==> src/rtl/ifetch_prefetch_queue.sv <==
// ifetch_prefetch_queue
//   Instruction-fetch front end. Issues sequential fetch requests over a
//   valid/ready memory interface, tracks in-order responses of variable
//   latency, and buffers fetched instructions in a DEPTH-entry prefetch
//   queue that feeds decode. Supports branch redirect (flushes queued and
//   in-flight instructions) and halt (freezes request issue).
//
// Ports
//   clk, reset        clock; synchronous active-high reset
//   halt              block new requests (fetch_pc holds)
//   redirect_valid    taken branch/jump this cycle, target on redirect_pc
//   imem_req_*        fetch request (valid/ready, address)
//   imem_rsp_*        in-order fetch response (always accepted)
//   instr_valid/ready queue head handshake towards decode
//   instr, instr_pc   head instruction and its PC (hold when empty)
//   occupancy         number of queued instructions
module ifetch_prefetch_queue #(
    parameter int unsigned PC_W     = 8,
    parameter int unsigned INSTR_W  = 32,
    parameter int unsigned DEPTH    = 4,
    parameter int unsigned RESET_PC = 0,
    parameter int unsigned PC_STEP  = 4
) (
    input  logic                       clk,
    input  logic                       reset,
    input  logic                       halt,
    input  logic                       redirect_valid,
    input  logic [PC_W-1:0]            redirect_pc,
    output logic                       imem_req_valid,
    input  logic                       imem_req_ready,
    output logic [PC_W-1:0]            imem_req_addr,
    input  logic                       imem_rsp_valid,
    input  logic [INSTR_W-1:0]         imem_rsp_data,
    output logic                       instr_valid,
    input  logic                       instr_ready,
    output logic [INSTR_W-1:0]         instr,
    output logic [PC_W-1:0]            instr_pc,
    output logic [$clog2(DEPTH):0]     occupancy
);

    localparam int unsigned AW    = $clog2(DEPTH);
    localparam int unsigned CNT_W = AW + 1;

    // Control state
    logic                 in_reset;
    logic [PC_W-1:0]      fetch_pc;
    logic [CNT_W-1:0]     outstanding;
    logic [CNT_W-1:0]     drop_cnt;
    logic [AW-1:0]        q_rd, q_wr;
    logic [AW-1:0]        f_rd, f_wr;
    logic [INSTR_W-1:0]   hold_instr;
    logic [PC_W-1:0]      hold_pc;

    // Storage (no reset needed: validity is tracked by pointers/counters)
    logic [INSTR_W-1:0]   q_instr [DEPTH];
    logic [PC_W-1:0]      q_pc    [DEPTH];
    logic [PC_W-1:0]      f_pc    [DEPTH];

    logic credit;
    logic req_fire;
    logic rsp_drop;
    logic q_push;
    logic q_pop;

    // Queued plus in-flight entries never exceed DEPTH, so every response
    // has a free queue slot waiting for it.
    assign credit = ({1'b0, occupancy} + {1'b0, outstanding}) < (CNT_W+1)'(DEPTH);

    assign imem_req_valid = !in_reset && !halt && !redirect_valid && credit;
    assign imem_req_addr  = fetch_pc;
    assign req_fire       = imem_req_valid && imem_req_ready;

    assign rsp_drop = imem_rsp_valid && (drop_cnt != '0);
    assign q_push   = imem_rsp_valid && !rsp_drop && !redirect_valid;

    assign instr_valid = (occupancy != '0);
    assign q_pop       = instr_valid && instr_ready && !redirect_valid;

    // When empty, re-present whatever was shown the previous cycle.
    assign instr    = instr_valid ? q_instr[q_rd] : hold_instr;
    assign instr_pc = instr_valid ? q_pc[q_rd]    : hold_pc;

    always_ff @(posedge clk) begin
        if (reset) begin
            in_reset    <= 1'b1;
            fetch_pc    <= PC_W'(RESET_PC);
            outstanding <= '0;
            drop_cnt    <= '0;
            occupancy   <= '0;
            q_rd        <= '0;
            q_wr        <= '0;
            f_rd        <= '0;
            f_wr        <= '0;
            hold_instr  <= '0;
            hold_pc     <= '0;
        end else begin
            in_reset   <= 1'b0;
            hold_instr <= instr;
            hold_pc    <= instr_pc;

            case ({req_fire, imem_rsp_valid})
                2'b10:   outstanding <= outstanding + CNT_W'(1);
                2'b01:   outstanding <= outstanding - CNT_W'(1);
                default: outstanding <= outstanding;
            endcase

            if (req_fire)       f_wr <= f_wr + AW'(1);
            if (imem_rsp_valid) f_rd <= f_rd + AW'(1);

            if (redirect_valid) begin
                // No request issues this cycle, so whatever is still
                // outstanding after this cycle's response must be dropped.
                fetch_pc  <= redirect_pc;
                drop_cnt  <= outstanding - CNT_W'(imem_rsp_valid);
                occupancy <= '0;
                q_wr      <= q_rd;
            end else begin
                if (req_fire) fetch_pc <= fetch_pc + PC_W'(PC_STEP);
                if (rsp_drop) drop_cnt <= drop_cnt - CNT_W'(1);
                case ({q_push, q_pop})
                    2'b10:   occupancy <= occupancy + CNT_W'(1);
                    2'b01:   occupancy <= occupancy - CNT_W'(1);
                    default: occupancy <= occupancy;
                endcase
                if (q_push) q_wr <= q_wr + AW'(1);
                if (q_pop)  q_rd <= q_rd + AW'(1);
            end
        end
    end

    always_ff @(posedge clk) begin
        if (req_fire) f_pc[f_wr] <= fetch_pc;
        if (q_push) begin
            q_instr[q_wr] <= imem_rsp_data;
            q_pc[q_wr]    <= f_pc[f_rd];
        end
    end

endmodule

==> config.mk <==
export PLATFORM = sky130hd
export DESIGN_NAME = ifetch_prefetch_queue
export DESIGN_NICKNAME = d
export VERILOG_FILES = /design/src/rtl/ifetch_prefetch_queue.sv
export SDC_FILE = /design/constraint.sdc
export NUM_CORES = 1
export LEC_CHECK = 0
export CAP_MARGIN = 20
export CORE_UTILIZATION = 35
export CTS_BUF_LIST = sky130_fd_sc_hd__clkbuf_16
export DETAILED_ROUTE_END_ITERATION = 7
export DONT_BUFFER_PORTS = 1
export PLACE_DENSITY = 0.52
export SLEW_MARGIN = 10
export SYNTH_ARGS = -nofsm -noshare
export SYNTH_HDL_FRONTEND = slang
export SYNTH_SLANG_ARGS = --single-unit
==> constraint.sdc <==
create_clock -name clk -period 2.9 [get_ports clk]
set_input_delay 0.145 -clock clk [delete_from_list [all_inputs] [get_ports clk]]
set_output_delay 0.145 -clock clk [all_outputs]
set_load 0.01 [all_outputs]
==> flow_summary.toml <==
[outcome]
status = "completed"

[floorplan]
die_w_um = 172
start_util_pct = 35.9
coreArea_um2 = 28100
fp.dieArea_um2 = 29500
fp-row-count = 61
chipHeight_um = 172
ioPinCount = 100

[worst_hold_path]
hp-class = "in2reg"

[critical_path]
start_kind = "register"
reg2reg_to = "outstanding[2]"
end_kind = "register"
critPathKind = "reg2reg"
cp.required_ns = 3.36
rr_startpoint = "occupancy[1]"
crit_end = "outstanding[2]"
crit_fanout = 7
cp_data_arrival_time_ns = 2.95
r2r_slack_ns = 0.41
reg2reg_depth = 10
crit_start = "occupancy[1]"

[route]
postRouteAntennaNets = 0
drt_iter0_drc = 262
vias = 4933
wirelength_um = 19400
vias_per_cell = 4.85
dr.pass1.iters = 6
routedWlPerCell_um = 19.1
wl_met1_um = 7900
dr_wl_met2_um = 9870
highest_layer = "met4"
drc = 0
wl_met3_um = 1130

[yosys]
synthFlopType = "edfxtp_1"
yosysSeqAreaShare_pct = 71.0
synth.avg_cell_area_um2 = 18.1
synth_nets = 624
synth-edff-count = 192
netlist_area_um2 = 10100
synthCells = 558
synth_cell_types = 42
ys_warn_count = 0
ys_ff_latch = 262
synthArstFlopShare_pct = 0

[global_routing]
antenna_found_initial = 0
first_global_vias = 5307
grtUsageTotal_pct = 13.3
grt_pass1_wl_um = 29700
overflow = 0
grt_max_degree = 43

[finish]
multi_input_area_um2 = 2720
drive_gt1_share_pct = 22.5
n_antenna_cell = 0
fin_cells = 1018
nets = 683
register_area_um2 = 7170
design_area_um2 = 11900
synthToLayoutAreaGrowth_pct = 18.0
final_common_cell = "edfxtp_1"
nFillCells = 2532
most-common-layout-cells = "192 x edfxtp_1, 68 x dfxtp_1, 48 x mux4_2, 46 x and2_1, 46 x dlygate4sd3_1"

[cts]
clk_pin_slew_ns = 0.06
cts_resized = 0
clock_path_buffers = 3
clock_latency_ns = 0.54
cts_tree = "built"
cts_made_buffers = 29
clock_sinks = 262
cts-root-buf = "clkbuf_16"
htree_levels = 1

[placed_design]
place_area_um2 = 10600
place_congestion = 0.693
dp.cells = 917
dp_hpwl_um = 11500
portBuffers = 0

[timing]
period_share_pct = 85.8
min_period_ns = 2.49
rsz0062_at_grt = "false"
slew_violations = 0
setup_tns_ns = 0
worst_pin_slew_ns = 0.982
hold_slack_ns = 0.0261
fin_worst_skew_ns = 0.00813
setup_viol = 0
max_clock_freq_ghz = 0.402
hold_viol_final = 0
slew_headroom_pct = 34.3

[power_and_ir_drop]
power_density_nw_per_um2 = 664
power_leakage_nw = 4.04
worst_ir_drop_vdd_mv = 0.444
finalPower_mw = 7.91

[flow_run]
cap_violations = 0
-- worst min-delay path by stage --
stage | start | to | depth (start not counted) | slack [ns]
floorplan | reset | in_reset | 0 | 0.17
global placement | reset | in_reset | 0 | 0.17
detailed placement | reset | in_reset | 0 | 0.17
CTS | instr_ready | q_rd[0] | 3 | 0.01
global route | instr_ready | q_rd[0] | 3 | 0.06
finish | instr_ready | q_rd[0] | 3 | 0.03
-- sequential cells by signal, summed over array words and instances (netlist names), named ones only --
name and flops:
q_wr 2, imem_req_addr 8, q_pc 32, hold_instr 32, outstanding 3, q_rd 2, drop_cnt 3, occupancy 3
q_instr 128, f_pc 32, f_wr 2, in_reset 1, f_rd 2, hold_pc 8
-- cells in the mapped netlist, types with 4 or more instances --
cell	instances	area share (%)
buf_2	5	0.25
a21oi_1	10	0.50
nor2_1	17	0.63
mux4_2	48	11
nand3_1	4	0.20
edfxtp_1	192	57
mux2_2	40	4.5
and2_1	50	3.1
and4_1	4	0.35
nand2_1	5	0.19
nand3b_1	4	0.30
clkbuf_1	17	0.63
buf_6	5	0.56
ha_1	17	2.1
xnor2_1	8	0.69
dfxtp_1	70	14
xor2_1	5	0.43
inv_1	17	0.63
-- where the power goes --
part           internal (mW)  leakage [nW]  switching, mW  total (mW)
clock network           1.89         0.464           1.41        3.30
registers               4.12          2.31         0.0609        4.18
logic                  0.209          1.27          0.224       0.433
-- layer usage --
layer | track usage [%] | vias up
met1 | 15.7 | 2524
met4 | 4.12 | 0
met3 | 3.11 | 38
met5 | 0 | -
li1 | - | 2256
met2 | 23.8 | 115
-- worst max-delay path, stage by stage (launching register included) --
cell and delay [ns]:
dfxtp_1 0.39, ha_1 0.31, nand3_1 0.11, and4_1 0.27, inv_4 0.09, ha_1 0.19
inv_1 0.07, fa_1 0.37, xor2_1 0.16, or3_1 0.31, a21oi_1 0.14
-- cell type report --
type                       instances  share of cell area, %
sequential                       262                   60.2
multi-input combinational        250                   22.8
clock buffer                      29                   6.09
timing repair buffer              56                   5.19
tap                              378                   3.97
clock inverter                    25                   1.14
inverter                          18                  0.588
-- per-stage QoR --
| step | setup slack [ns] | util, % |
|---|---|---|
| after CTS | 0.210 | 42.4 |
| after detailed placement | 0.417 | 37.7 |
| final | 0.412 | 42.4 |
| after floorplan | 0.540 | - |
| after global routing | 0.291 | 42.4 |
| after global placement | 0.503 | 37.7 |
-- logic make-up (layout without fill, tap and decap cells) --
kind of cell	count (synthesis)	in the layout	share of synthesized area (%)
adders and majority gates	19	19	2.50
and+or+nand+nor	102	102	6.10
xor gates and xnor gates	13	13	1.13
AOI/OAI and AO/OA	25	25	1.62
muxes	91	91	15.5
buffers and inverters	46	128	2.17
DFF	262	262	71.0
-- what timing repair did --
| item | CTS | global route |
|---|---|---|
| endpoints found under the hold margin | 158 | 0 |
| hold buffers | 46 | 0 |
| buffers inserted | 0 | 0 |
No activity file was read; power rests on OpenSTA's default activity.
